`src/rtl/wb_regfile.sv`:
```
// Writeback-stage register file: 32 x WIDTH registers, R0 hardwired to zero,
// write-through bypass on both read ports and a count of committed writes.
module wb_regfile #(
  parameter int WIDTH = 32
) (
  input  logic             clk,
  input  logic             Reset_L,
  input  logic             MemToReg_MEM_WB,
  input  logic             RegWrite_MEM_WB,
  input  logic [4:0]       RW_MEM_WB,
  input  logic [WIDTH-1:0] DataOut_MEM_WB,
  input  logic [WIDTH-1:0] ALU_OUT_MEM_WB,
  input  logic [4:0]       RA,
  input  logic [4:0]       RB,
  output logic [WIDTH-1:0] BusA,
  output logic [WIDTH-1:0] BusB,
  output logic [WIDTH-1:0] BusW,
  output logic [31:0]      WB_Count
);

  logic [WIDTH-1:0] regs_q [32];
  logic [WIDTH-1:0] regs_d [32];
  logic [31:0]      wb_count_q;
  logic [31:0]      wb_count_d;
  logic             commit;

  always_comb begin
    BusW = MemToReg_MEM_WB ? DataOut_MEM_WB : ALU_OUT_MEM_WB;
  end

  // Index-0 writes are neither stored nor counted.
  assign commit = RegWrite_MEM_WB && (RW_MEM_WB != 5'd0);

  always_comb begin
    regs_d     = regs_q;
    wb_count_d = wb_count_q;
    if (commit) begin
      regs_d[RW_MEM_WB] = BusW;
      wb_count_d        = wb_count_q + 32'd1;
    end
  end

  always_ff @(posedge clk or negedge Reset_L) begin
    if (!Reset_L) begin
      for (int i = 0; i < 32; i++) begin
        regs_q[i] <= '0;
      end
      wb_count_q <= '0;
    end else begin
      regs_q     <= regs_d;
      wb_count_q <= wb_count_d;
    end
  end

  // Bypass keys off commit, so a disabled or index-0 write never forwards.
  always_comb begin
    BusA = '0;
    if (RA != 5'd0) begin
      if (commit && (RW_MEM_WB == RA)) BusA = BusW;
      else                             BusA = regs_q[RA];
    end
  end

  always_comb begin
    BusB = '0;
    if (RB != 5'd0) begin
      if (commit && (RW_MEM_WB == RB)) BusB = BusW;
      else                             BusB = regs_q[RB];
    end
  end

  assign WB_Count = wb_count_q;

endmodule

```
`config.mk`:
```
export PLATFORM = sky130hd
export DESIGN_NAME = wb_regfile
export DESIGN_NICKNAME = d
export VERILOG_FILES = /design/src/rtl/wb_regfile.sv
export SDC_FILE = /design/constraint.sdc
export NUM_CORES = 2
export LEC_CHECK = 0
export ABC_AREA = 0
export ABC_CLOCK_PERIOD_IN_PS = 3300
export BUFFER_PORTS_ARGS = -buffer_cell sky130_fd_sc_hd__buf_2
export CORE_MARGIN = 1
export CORE_UTILIZATION = 41
export CTS_CLUSTER_DIAMETER = 150
export DETAILED_ROUTE_END_ITERATION = 7
export PLACE_DENSITY = 0.57
export SETUP_SLACK_MARGIN = 0.4
export SKIP_LAST_GASP = 1
export SYNTH_ARGS = -nofsm -noshare
export SYNTH_HDL_FRONTEND = slang
export SYNTH_SLANG_ARGS = --single-unit
```
`constraint.sdc`:
```
create_clock -name clk -period 3.3 [get_ports clk]
set_clock_uncertainty 0.15 [all_clocks]
set_input_delay 0.66 -clock clk [delete_from_list [all_inputs] [get_ports clk]]
set_output_delay 0.66 -clock clk [all_outputs]
set_load 0.02 [all_outputs]
```
== Word-level counts from Yosys, hierarchy flattened ==
Index checks and enable logic that the tools add are counted.

* RAM bits: 0
* Memories: 0
* Input bits: 83
* Output and inout bits: 128
* Logic and storage cells: 64
* Bits in latches: 0
* Flip-flop bits (word level): 1056
* ROM bits: 0

* Reductions and logical operators: 7
* Divide/modulo/power cells: 0
* Shift-type cells: 0
* $add $sub $neg: 1
* $lt $le $gt $ge: 4
* Mux-type cells: 14
* Bitwise operators: 3
* $mul: 0
* Equality and inequality tests: 2

{| class="wikitable"
|+ Operators by type and width
! operator !! count
|-
| $bwmux W1024 || 1
|-
| $bmux W32 S5 || 2
|-
| $mux W32 || 10
|-
| $demux W32 S5 || 1
|-
| $add A32 B1 Y32 const B || 1
|-
| $ge A6 B6 Y1 const B || 3
|-
| $not A5 Y6 || 3
|-
| $reduce_bool A5 Y1 || 3
|-
| $eq A5 B5 Y1 || 2
|-
| $lt A6 B1 Y1 const B || 1
|-
| $logic_and A1 B1 Y1 || 4
|}

== Longest topological paths before layout ==
* Depth after elaboration: 6
* Depth in mapped cells: 9
* Depth with buffers taken out: 6

== Least setup slack after synthesis ==
OpenSTA, ideal clock, no wires.

* Path kind: input -> output
* Start: in RW_MEM_WB[1]
* End: out BusB[29]
* Setup slack: -0.430 ns
* Data arrival time: 2.920 ns
* Data required time: 2.490 ns
* Buffers on the path: 2
* Stages on the path: 7
* Cells stage by stage: clkbuf_1 xnor2_1 nand4_1 o31a_1 buf_2 and3_1 a2111oi_0

* Cells in the longest elaborated chain, start to end: 5
* Elaborated cells on any way between the ends: 6
* Those cells by class: eq/ne (1); mux (2); reduce/logical (3)

{| class="wikitable"
|+ RTL lines
! element !! RTL line !! RTL
|-
| start, declared || 10 || <nowiki>input logic [4:0] RW_MEM_WB,</nowiki>
|-
| $reduce_bool A5 Y1 || 32 || <nowiki>assign commit = RegWrite_MEM_WB && (RW_MEM_WB != 5'd0);</nowiki>
|-
| $logic_and A1 B1 Y1 || 32 ||
|-
| $logic_and A1 B1 Y1 * || 67 || <nowiki>if (commit && (RW_MEM_WB == RB)) BusB = BusW;</nowiki>
|-
| $mux W32 * || 67 ||
|-
| $mux W32 * || 66 || <nowiki>if (RB != 5'd0) begin</nowiki>
|-
| end, declared || 16 || <nowiki>output logic [WIDTH-1:0] BusB,</nowiki>
|}

Mark *: on every way between the ends. The rest lies on a longest branch, timed or not.

== Worst setup path in the final report ==
* Start: reg regs_q[37] (netlist bit)
* End: out BusA[5]

* Cells in the longest elaborated chain, start to end: 5

{| class="wikitable"
|+ RTL lines
! element !! RTL line !! RTL
|-
| start, declared || 21 || <nowiki>logic [WIDTH-1:0] regs_q [32];</nowiki>
|-
| start signal, assigned || 50 || <nowiki>regs_q <= regs_d;</nowiki>
|-
| $bmux W32 S5 || 60 || <nowiki>else BusA = regs_q[RA];</nowiki>
|-
| $mux W32 (implied by the code) (2 in a row) || 60 ||
|-
| $mux W32 || 59 || <nowiki>if (commit && (RW_MEM_WB == RA)) BusA = BusW;</nowiki>
|-
| $mux W32 || 58 || <nowiki>if (RA != 5'd0) begin</nowiki>
|-
| end, declared || 15 || <nowiki>output logic [WIDTH-1:0] BusA,</nowiki>
|}

Every way passes these cells. The select of a mux whose other input is x is not followed.

==> qor.txt <==
status -> complete, but fails checks
failing checks -> negative setup slack
Longest Clk Path Bufs -> 3
post-synthesis async set-or-reset flop share -> 1.00
Logic pwr share -> 0.256
Die ar. -> 134000 um^2
CTS clk-pin slew, worst paths -> 60 ps
worst slew pin tran -> 679 ps
CP startpoint -> regs_q[37]
TritonCTS buffer count -> 115
Required @ worst endpoint -> 2490 ps
Row Count -> 133
Initial DRC Count -> 4964
switching share of total power -> 0.309
I/O Buffers -> 210
placed cell count -> 6925
synthesized area per cell -> 11.0 um^2
register bit total from synthesis -> 1056
Crit Reg-Reg Endpoint -> WB_Count[30]
first-pass GRT wire length -> 316000 um
pwr/cell area -> 592 nW/um^2
Peak VDD IR -> 0.498 mV
top cell type's share of synthesized area -> 0.485
syn_nets -> 5013
core area -> 132000 um^2
TNS Setup -> -7510 ps
pre-CTS setup slack -> -312 ps
H-tree depth -> 3
largest area contributor in the netlist -> dfrtp_1
vias in the first global route -> 44900
CP max-delay cell -> mux4_2
final setup violation count -> 63
Relative slew margins -> 0.548
Initial Util -> 0.414
Post-Layout Cell Count -> 7320
final core occ -> 0.544
Post-synth EDFFs -> 0
post-route ant nets -> 0
Synth Flop Type -> dfrtp_1
post-detail-place hpwl -> 138000 um
Yosys Warn Count -> 0
Achievable Freq -> 284 MHz
worst hold path type -> reg -> reg
Residual DRC -> 0
R2R cell count -> 6
crit-path cells -> mux4_2 > mux2_4 > a221oi_4 > buf_4 > o32ai_4 > buf_6 > buf_6
period utilization -> 1.07
maximum fanout along the worst path -> 3
number of library cell types mapped by synthesis -> 55
vias per inst -> 6.18
Sink Count -> 1056
CP Capture Point -> BusA[5]
top cells by count, synth -> 1056 x dfrtp_1, 576 x nor2_1, 534 x a21oi_1
largest cells by area after synthesis -> dfrtp_1 49%, mux4_2 18%, a21oi_1 4.9%
filler cell count -> 11100
Int Pwr -> 29.3 mW
gr ovfl total -> 0
nets@finish -> 5553
Crit Path Category -> reg -> out
Worst Hold Slack -> 249 ps
critical path capture point type -> output pin
Post-Route WL -> 216000 um
most frequent CP cell -> buf_6
TritonCTS clock tree -> yes
die height -> 366 um
Syn-to-layout area delta -> 31.4%
Clk network pwr share -> 0.320
IO Pins -> 211
Max Cap Viol -> 0
Final Hold Viols -> 0
cell area after placement -> 63400 um^2
Net Sw Power -> 13.1 mW
leakage -> 30.9 nW
most frequent cell after synthesis -> dfrtp_1
die width -> 366 um
drt pass-1 iters -> 6
WL/cell -> 29.5 um
RSZ-0062 raised after global routing -> true
Setup WS post-layout -> -224 ps
via count -> 45200
Setup crit start kind -> flip-flop
sequential element share of the synthesized area -> 0.485
Clock Latency Late Sink -> 730 ps
WP data arrival -> 2710 ps
layout cells sized above 1 -> 0.347
Design Area, Final -> 71500 um^2
mapped cell area -> 54400 um^2
total power -> 42.4 mW
antenna violations before repair -> 2
fin crit period -> 3520 ps
clock root buffer -> clkbuf_16
RD Place Congestion -> 0.897
Post-Syn Instances -> 4929
final max-slew violation count -> 0
Seq pwr share -> 0.424
largest net degree at the start of global routing -> 89
Critical R2R Launch -> WB_Count[0]
crit-path max cell delay -> 470 ps
reg2reg setup slack -> 1030 ps
GRT Total Usage -> 0.321
## cell usage in the layout (no fill, tap or decap), types with 27 or more instances in the layout
| cell type | instances |
|---|---|
| nand2_1 | 508 |
| o221ai_1 | 28 |
| dfrtp_1 | 1056 |
| buf_16 | 39 |
| a211oi_2 | 37 |
| a2111oi_4 | 28 |
| a22o_1 | 32 |
| buf_12 | 170 |
| nor2_4 | 35 |
| nor2_1 | 536 |
| buf_2 | 139 |
| mux2i_1 | 161 |
| mux4_2 | 447 |
| buf_4 | 482 |
| clkbuf_8 | 30 |
| a21oi_1 | 522 |
| a22oi_1 | 49 |
| buf_6 | 92 |
| o21ai_0 | 481 |
| clkbuf_16 | 120 |
| o22ai_1 | 27 |
| inv_1 | 40 |
## worst max-delay path, delay by kind of cell (launching register included)
| kind | cells | cell delay (ps) |
|---|---|---|
| mux | 2 | 760 |
| buf+inv | 3 | 460 |
| flops | 1 | 390 |
| compound gates | 2 | 350 |
## cell type report
type,count,area [um^2],area share
Antenna cell,1,2.50,0.0000350
Clock buffer,169,3420,0.0479
Clock inverter,43,517,0.00722
Inverter,43,169,0.00236
Multi-Input combinational cell,3297,28400,0.396
Sequential cell,1056,26400,0.369
Tap cell,1755,2200,0.0307
Timing Repair Buffer,956,10500,0.146
## timing repair
item / in CTS / in global routing
cloned: 27 / 2
hold endpoints to repair: 31 / 0
setup buffers: 117 / 35
setup endpoints to repair: 68 / 64
gates resized for setup: 340 / 110
hold buffers: 1 / 0
pin swaps: 117 / 69
## sequential cells by signal (all words and copies together), names as in the netlist
register / count
regs_q: 1024
WB_Count: 32
## worst min-delay path by stage
stage                       from            to  slack, ps  cells after the start
3_3_place_gp        regs_q[1009]  regs_q[1009]        230                      0
3_5_place_dp        regs_q[1000]  regs_q[1000]        230                      0
6_report            regs_q[1000]  regs_q[1000]        250                      0
4_1_cts        ALU_OUT_MEM_WB[5]   regs_q[965]        200                      3
2_1_floorplan            Reset_L   WB_Count[0]        210                      0
5_1_grt        ALU_OUT_MEM_WB[5]   regs_q[965]        240                      3
## power groups by stage
stage / Combinational, mW / Sequential (mW) / Clock, mW
finish: 10.8 / 18.0 / 13.6
global route: 11.7 / 18.3 / 14.2
CTS: 10.5 / 17.9 / 13.7
detailed placement: 9.64 / 18.1 / 0
global placement: 9.42 / 18.0 / 0
floorplan: 6.77 / 17.3 / 0
## logic make-up after synthesis
family                     after synthesis  synth area share
xor gates and xnor gates                41           0.00660
AOI/OAI and AO/OA                     1347             0.144
buffers and inverters                  576            0.0450
muxes                                  671             0.227
DFF                                   1056             0.485
adders and majority gates                1          0.000230
and+or+nand+nor                       1237            0.0918
## routing by layer
layer  vias up  GRT usage  wire length (um)
li1      19100          -                 -
met1     23200      0.443             88100
met2      2401      0.487             97300
met3       544     0.0610             18700
met4         4      0.156             11800
met5         -          0                34
Power figures use the tool's default switching activity.
